$ cat src/rtl/xood_pkg.sv
// Shared types and constants for the xoodyak result egress path.
// Imported by the serializer and the unloader top.
package xood_pkg;

  localparam int XOOD_BLK_W  = 128;
  localparam int XOOD_WORD_W = 32;

  localparam logic KIND_TEXT = 1'b0;
  localparam logic KIND_TAG  = 1'b1;

  typedef enum logic [1:0] {
    IDLE,
    SEND_TXT,
    SEND_TAG
  } state_t;

endpackage

$ cat src/rtl/xood_blk_serializer.sv
// Holds one block and presents it MS word first over valid/ready.
// A load restarts at word 0 and may arrive on the final transfer.
module xood_blk_serializer
  import xood_pkg::*;
#(
  parameter int BLK_W  = XOOD_BLK_W,
  parameter int WORD_W = XOOD_WORD_W
) (
  input  logic              clk,
  input  logic              rst_n,
  input  logic              load,
  input  logic              load_vld,
  input  logic [BLK_W-1:0]  blk_in,
  input  logic              rdy,
  output logic              vld,
  output logic [WORD_W-1:0] data,
  output logic              fire,
  output logic              last
);

  localparam int NWORDS = BLK_W / WORD_W;
  localparam int IW     = $clog2(NWORDS);

  logic [BLK_W-1:0] blk_q;
  logic [IW-1:0]    idx_q;
  logic             vld_q;

  assign vld  = vld_q;
  assign fire = vld_q & rdy;
  assign last = (idx_q == IW'(NWORDS - 1));

  always_comb begin
    data = '0;
    for (int i = 0; i < NWORDS; i++) begin
      if (idx_q == i[IW-1:0]) begin
        data = blk_q[BLK_W-1-WORD_W*i -: WORD_W];
      end
    end
  end

  always_ff @(posedge clk) begin
    if (!rst_n) begin
      blk_q <= '0;
      idx_q <= '0;
      vld_q <= 1'b0;
    end else if (load) begin
      blk_q <= blk_in;
      idx_q <= '0;
      vld_q <= load_vld;
    end else if (fire) begin
      if (last) begin
        vld_q <= 1'b0;
      end else begin
        idx_q <= idx_q + 1'b1;
      end
    end
  end

endmodule

$ cat src/rtl/xood_result_unloader.sv
// Captures xoodyak results on completion and streams text then tag.
// Decryption checks the tag first and suppresses text on mismatch.
module xood_result_unloader
  import xood_pkg::*;
#(
  parameter int BLK_W  = XOOD_BLK_W,
  parameter int WORD_W = XOOD_WORD_W
) (
  input  logic              eph1,
  input  logic              reset,
  input  logic              encdone,
  input  logic              opmode,
  input  logic [BLK_W-1:0]  textout,
  input  logic [BLK_W-1:0]  authdata,
  input  logic [BLK_W-1:0]  exp_tag,
  output logic              out_valid,
  input  logic              out_ready,
  output logic [WORD_W-1:0] out_data,
  output logic              out_kind,
  output logic              out_last,
  output logic              busy,
  output logic              tag_ok,
  output logic              tag_fail,
  output logic              overrun
);

  state_t           state_q;
  state_t           state_d;
  logic             encdone_q;
  logic             mode_q;
  logic [BLK_W-1:0] tag_q;

  logic             ev;
  logic             match;
  logic             ser_load;
  logic             ser_load_vld;
  logic [BLK_W-1:0] ser_blk;
  logic             ser_vld;
  logic             ser_fire;
  logic             ser_last;
  logic             tag_ok_d;
  logic             tag_fail_d;

  assign ev    = encdone & ~encdone_q;
  assign match = (authdata == exp_tag);

  xood_blk_serializer #(
    .BLK_W (BLK_W),
    .WORD_W(WORD_W)
  ) u_ser (
    .clk     (eph1),
    .rst_n   (reset),
    .load    (ser_load),
    .load_vld(ser_load_vld),
    .blk_in  (ser_blk),
    .rdy     (out_ready),
    .vld     (ser_vld),
    .data    (out_data),
    .fire    (ser_fire),
    .last    (ser_last)
  );

  always_comb begin
    state_d      = state_q;
    ser_load     = 1'b0;
    ser_load_vld = 1'b0;
    ser_blk      = textout;
    tag_ok_d     = 1'b0;
    tag_fail_d   = 1'b0;
    unique case (state_q)
      IDLE: begin
        if (ev) begin
          ser_load = 1'b1;
          if (!opmode || match) begin
            state_d      = SEND_TXT;
            ser_load_vld = 1'b1;
            tag_ok_d     = opmode;
          end else begin
            // failed tag: scrub the plaintext, emit nothing
            ser_blk    = '0;
            tag_fail_d = 1'b1;
          end
        end
      end
      SEND_TXT: begin
        if (ser_fire && ser_last) begin
          if (mode_q) begin
            state_d = IDLE;
          end else begin
            state_d      = SEND_TAG;
            ser_load     = 1'b1;
            ser_load_vld = 1'b1;
            ser_blk      = tag_q;
          end
        end
      end
      SEND_TAG: begin
        if (ser_fire && ser_last) begin
          state_d = IDLE;
        end
      end
      default: state_d = IDLE;
    endcase
  end

  always_ff @(posedge eph1) begin
    if (!reset) begin
      state_q   <= IDLE;
      encdone_q <= 1'b0;
      mode_q    <= 1'b0;
      tag_q     <= '0;
      tag_ok    <= 1'b0;
      tag_fail  <= 1'b0;
      overrun   <= 1'b0;
    end else begin
      state_q   <= state_d;
      encdone_q <= encdone;
      tag_ok    <= tag_ok_d;
      tag_fail  <= tag_fail_d;
      if (ev && state_q != IDLE) begin
        overrun <= 1'b1;
      end
      if (ev && state_q == IDLE) begin
        mode_q <= opmode;
        tag_q  <= authdata;
      end
    end
  end

  assign out_valid = ser_vld;
  assign busy      = (state_q != IDLE);
  assign out_kind  = (state_q == SEND_TAG) ? KIND_TAG : KIND_TEXT;
  assign out_last  = ser_vld & ser_last &
                     ((state_q == SEND_TAG) |
                      ((state_q == SEND_TXT) & mode_q));

endmodule

$ cat config.mk
export PLATFORM = sky130hd
export DESIGN_NAME = xood_result_unloader
export DESIGN_NICKNAME = d
export VERILOG_FILES = /design/src/rtl/xood_pkg.sv /design/src/rtl/xood_blk_serializer.sv /design/src/rtl/xood_result_unloader.sv
export SDC_FILE = /design/constraint.sdc
export NUM_CORES = 1
export LEC_CHECK = 0
export ABC_AREA = 1
export CAP_MARGIN = 20
export CORE_AREA = 2 2 166 168
export DETAILED_ROUTE_END_ITERATION = 12
export DIE_AREA = 0 0 168 170
export DONT_BUFFER_PORTS = 1
export HOLD_SLACK_MARGIN = 0.05
export PLACE_DENSITY = 0.71
export REMOVE_ABC_BUFFERS = 1
export SETUP_SLACK_MARGIN = 0.3
export SYNTH_ARGS = -nofsm -noshare
export SYNTH_HDL_FRONTEND = slang
export SYNTH_SLANG_ARGS = --single-unit
$ cat constraint.sdc
create_clock -name eph1 -period 2.6 [get_ports eph1]
set_clock_uncertainty 0.15 [all_clocks]
set_input_delay 0.13 -clock eph1 [delete_from_list [all_inputs] [get_ports eph1]]
set_output_delay 0.13 -clock eph1 [all_outputs]
set_load 0.005 [all_outputs]
# Yosys cells after proc, flatten, opt, wreduce, memory -nomap -nowiden
# Cells that the tools add are included.
# W data, S select, Z words.
[op_classes]
mux = 27
reduce_logical = 16
addsub = 1
n_eq_ne = 10
bitwise = 9
[op_table]
columns = ["cell", "count"]
rows = [
  ["$mux W128", 4],
  ["$pmux W128 S2", 1],
  ["$eq A128 B128 Y1", 1],
  ["$mux W32", 4],
  ["$mux W1", 10],
  ["$mux W2", 5],
  ["$ne A2 B2 Y1 const B", 4],
  ["$reduce_and A4 Y1", 2],
  ["$eq A2 B2 Y1 const B", 3],
  ["$pmux W2 S3", 1],
  ["$reduce_bool A2 Y1", 3],
  ["$and A1 B1 Y1", 5],
  ["$eq A2 B1 Y1 const B", 2],
  ["$logic_not A2 Y1", 2],
  ["$pmux W1 S2", 2],
  ["$reduce_and A2 Y1", 2],
  ["$logic_and A1 B1 Y1", 3],
  ["$not A1 Y1", 3],
  ["$reduce_and A3 Y1", 1],
  ["$add A2 B1 Y2 const B", 1],
  ["$reduce_or A2 Y1", 1],
  ["$logic_not A1 Y1", 1],
  ["$logic_or A1 B1 Y1", 1],
  ["$or A1 B1 Y1", 1],
]
[word_totals]
output_inout_bits = 39
word_cells = 73
reg_bits = 266
in_bits = 389

# Depth between registers and ports, before layout
[depth]
word_depth = 6
depth_mapped = 17
depth_no_buf = 15

# Cells and area by module
# Synthesis repeated with hierarchy kept, for this count alone.
[hier_totals]
cells_unflattened = 2650
area_unflattened_um2 = 16027.9
[by_module_without_submodules]
columns = ["module", "n_inst", "area_each_um2", "cells_per_inst", "seq_area_each_um2"]
rows = [
  ["xood_result_unloader", 1, 10381.2, 1819, 2702.6],
  ["xood_blk_serializer", 1, 5646.7, 831, 2622.5],
]

# Least setup slack after synthesis
# No wires, ideal clock.
[synth_path]
path_type = "flip-flop to flip-flop"
from = "register u_ser.idx_q[0]"
to = "register u_ser.blk_q[36]"
required_ps = 2338
setup_ps = 112
n_path_buf = 2
period_less_slack_ps = 1855
arrival_time_ps = 1592
setup_slack_ps = 745
path_stages_with_launch = 11
path_cell_list = "dfxtp_1 -> ha_1 -> nand3_2 -> nor2_2 -> buf_2 -> clkbuf_1 -> o21ai_0 -> o21ai_0 -> nand2_1 -> nand2_1 -> nand2_1"
[synth_via]
elab_chain_len = 4
word_cells_on_any_way = 6
classes_between = "eq/ne: 1; mux: 4; reduce/logical: 1"
[synth_lines]
columns = ["item", "line_no", "rtl"]
rows = [
  ["start: declaration", "xood_blk_serializer.sv:25", "logic [IW-1:0] idx_q;"],
  ["start signal: assignment", "xood_blk_serializer.sv:54", "idx_q <= idx_q + 1'b1;"],
  ["$eq A2 B2 Y1 *", "xood_blk_serializer.sv:30", "assign last = (idx_q == IW'(NWORDS - 1));"],
  ["$logic_and A1 B1 Y1 *", "xood_result_unloader.sv:86", "if (ser_fire && ser_last) begin"],
  ["$mux W128 / $mux W1 (equally long branches)", "xood_result_unloader.sv:86", ""],
  ["$pmux W128 S2 / $pmux W1 S2 (equally long branches)", "xood_result_unloader.sv:70", "unique case (state_q)"],
  ["end signal: assignment", "xood_blk_serializer.sv:47", "blk_q <= blk_in;"],
  ["end: declaration", "xood_blk_serializer.sv:24", "logic [BLK_W-1:0] blk_q;"],
]
# Every way passes the cells marked *; elsewhere a longest branch is shown, timed or not.
# A chain may end at the register's enable or synchronous reset.

# Final worst setup path
[layout_path]
from = "register u_ser.idx_q[0]"
to = "output out_last"
[layout_via]
elab_chain_len = 3
[layout_lines]
columns = ["item", "line_no", "rtl"]
rows = [
  ["$eq A2 B2 Y1", "xood_blk_serializer.sv:30", ""],
  ["$and A1 B1 Y1 (2 in a row)", "xood_result_unloader.sv:133", "assign out_last = ser_vld & ser_last &"],
  ["end: declaration", "xood_result_unloader.sv:20", "output logic out_last,"],
]
# Every way passes these cells.

==> results.md <==
- Status: finished, violations left
- Failing checks: hold timing
- Cell taking the most area after synthesis: dfxtp_1
- Seq/Total Area, Yosys: 35.1%
- Total grt overflow: 0
- Post-detailed-route count of antenna-violating nets: 0
- Total area of sequential cells: 5330 um2
- Ys async rst share: 0%
- Largest net degree at the start of global routing: 175
- R2r startpoint: state_q[0]$_SDFFE_PN0P_
- Synth cell types: 28
- Worst EP arrival: 1.99 ns
- Clk Tree Root Cell: clkbuf_16
- Max-slew headroom: 26.4%
- Yosys warning count: 0
- Synth top area cells: dfxtp_1 35%, o21ai_0 16%, nand2_1 11%
- Die X: 168 um
- Layout area overhead: 22.3%
- Fraction of layout cells with a size suffix above 1: 6.48%
- Hold_buf cts: 149
- WL final: 54400 um
- Design area: 18600 um2
- Die area: 28600 um2
- Worst Hold Path EP: tag_q[97]$_SDFFE_PN0P_
- Synth top cells by count: 488 x o21ai_0, 444 x nand2_1, 422 x nor2_1
- Synthesis-stage register bit count: 266
- Placer congestion estimate: 0.847
- Worst hold margin: -0.426 ns
- Critical path class: register to primary output
- GRT Overall Usage: 35.0%
- LEAKAGE: 0.00813 uW
- Worst hold start: reset
- Crit path capture type: primary output
- Clock Tree Buf Depth: 3
- Worst R2R Setup Slack: 0.39 ns
- Initial Utilization: 56.9%
- R2R cell count: 5
- Worst Hold Class: primary input to register
- Fillcell total: 2303
- Fin cells: 2874
- Dpl cell area: 15300 um2
- Vias/cell: 5.70
- Cell Rows: 60
- Synth Instances: 2430
- Hold Violations, Final: 172
- Data required, critical path: 2.32 ns
- Nets: 2903
- Inst Count DP: 2641
- Global-route wire length before repair: 80400 um
- Core area: 26700 um2
- TritonCTS clock tree: done
- Critical Path Source Type: register
- H-Tree Depth: 1
- Hpwl dp: 32200 um
- Avg Inst Size Synth: 6.25 um2
- Fmax: 0.440 GHz
- Slew Viols, Final: 0
- Boundary pin count: 428
- Power Total: 10700 uW
- Ys flop type: dfxtp_1
- Initial detailed-routing violation count: 1745
- VDD IR max: 0.483 mV
- Pwr Density: 576 nW/um2
- Clock Latency Late Sink: 0.56 ns
- Worst hold path depth: 2
- RSZ-0062 raised after global routing: true
- Min Tclk post-route: 2.27 ns
- Multi-input combinational cell area: 8360 um2
- Buffers on Ports: 0
- First-pass iteration count of the detailed router: 6
- CTS Buf Count: 31
- Post-synth EDFFs: 0
- Synth top area share: 35.1%
- Setup-failing EPs final: 0
- Worst Tran Pin Value: 1.10 ns
- Worst Path Max Fanout: 65
- Clock sinks: 266
- Vias in the first global route: 15682
- Reg-to-Reg End: tag_q[95]$_SDFFE_PN0P_
- Reg clk slew, reported paths: 0.07 ns
- Vias: 16394
- Count leader, synth: o21ai_0
- Final period utilization: 87.3%
- WL/cell: 18.9 um
- Die H: 170 um
- Initial antenna violation count: 1
- MaxCap Viol Count: 0
- Post-Syn Area: 15200 um2
- Residual DRC count: 0
## critical path, stage by stage, from the launching register on
cell,delay (ns)
dfxtp_4,0.38
ha_2,0.24
buf_12,0.31
nand2_1,0.10
a211oi_1,0.23
buf_4,0.17
## layout make-up
type / instances / share of cell area (%)
Antenna cell: 1 / 0.0135
Clock buffer: 47 / 4.99
Clock inverter: 8 / 0.505
Inverter: 255 / 5.25
Multi-Input combinational cell: 1747 / 45.1
Sequential cell: 266 / 28.7
Tap cell: 341 / 2.30
Timing Repair Buffer: 209 / 13.2
## per-layer routing
layer / GRT usage, % / part of all wire (%)
met4: 15.6 / 4.2
met3: 7.91 / 9.2
met2: 62.3 / 49
met1: 40.2 / 38
met5: 0 / 0.024
## cells by family (layout without fill, tap and decap cells)
family / after synthesis / after routing / share of synthesized area, %
AO/OA/AOI/OAI: 664 / 664 / 22.0
XOR/XNOR: 109 / 109 / 6.29
adder cells (fa/ha/maj): 4 / 4 / 0.330
buffers and inverters: 421 / 519 / 11.4
flip-flops: 266 / 266 / 35.1
AND/OR/NAND/NOR: 966 / 970 / 24.9
other: 0 / 1 / 0
## where the power goes
part           internal [uW]  switching, uW  leakage, uW  total (uW)
sequential              4380            159      0.00219        4540
clock                   2630           1760     0.000507        4390
combinational            765            999      0.00543        1760
total                   7780           2910      0.00813       10700
## state kept, by name, summed over array words and instances (netlist names)
register / count
tag_q: 128
u_ser.blk_q: 128
state_q: 2
u_ser.idx_q: 2
encdone_q: 1
mode_q: 1
overrun: 1
tag_fail: 1
tag_ok: 1
u_ser.vld: 1
## placed cells by master, fill, tap and decap left out, types with 3 or more instances in the layout
cell type	synthesis	layout
nor2_1	422	416
buf_16	0	5
nand2_4	0	3
nor2_2	2	3
xnor2_1	108	108
a21oi_1	150	149
clkbuf_1	121	7
o21ai_1	12	48
dfxtp_1	266	264
nand2_2	0	17
buf_6	10	5
ha_4	0	3
inv_1	254	249
dlygate4sd3_1	0	149
nand2_1	444	425
clkbuf_16	0	37
buf_12	0	19
clkinv_2	0	5
o21ai_2	0	9
nor2_4	1	6
buf_4	5	22
o21ai_0	488	443
clkbuf_8	1	9
nand4_1	4	4
nand3_1	91	91
o22ai_1	11	11
## how the worst max path moves through the flow
stage / start / endpoint / cells after the start
2_1_floorplan: u_ser.idx_q[0]$_SDFFE_PP0P_ / u_ser.idx_q[1]$_SDFFE_PP0P_ / 8
3_3_place_gp: authdata[49] / u_ser.blk_q[90]$_SDFFE_PN0P_ / 14
3_5_place_dp: authdata[49] / u_ser.blk_q[22]$_SDFFE_PN0P_ / 16
4_1_cts: u_ser.idx_q[0]$_SDFFE_PP0P_ / out_data[14] / 7
5_1_grt: u_ser.idx_q[0]$_SDFFE_PP0P_ / u_ser.blk_q[76]$_SDFFE_PN0P_ / 10
6_report: u_ser.idx_q[0]$_SDFFE_PP0P_ / out_last / 5
## per-stage QoR
| step | setup TNS, ns | setup slack (ns) | util [%] |
|---|---|---|---|
| finish | 0 | 0.329 | 69.7 |
| global route | 0 | 0.225 | 69.6 |
| CTS | 0 | 0.259 | 67.8 |
| detailed placement | 0 | 0.258 | 57.5 |
| global placement | 0 | 0.286 | 57.5 |
| floorplan | -1004.38 | -5.21 | - |
## timing repair
item                                    4_1_cts  5_1_grt
cloned                                        3       11
endpoints found under the setup margin       33      166
hold endpoints to repair                    266      234
gates resized for setup                      85       55
pin swaps                                    12       19
buffers inserted                              0       14
Power figures use the tool's default switching activity.
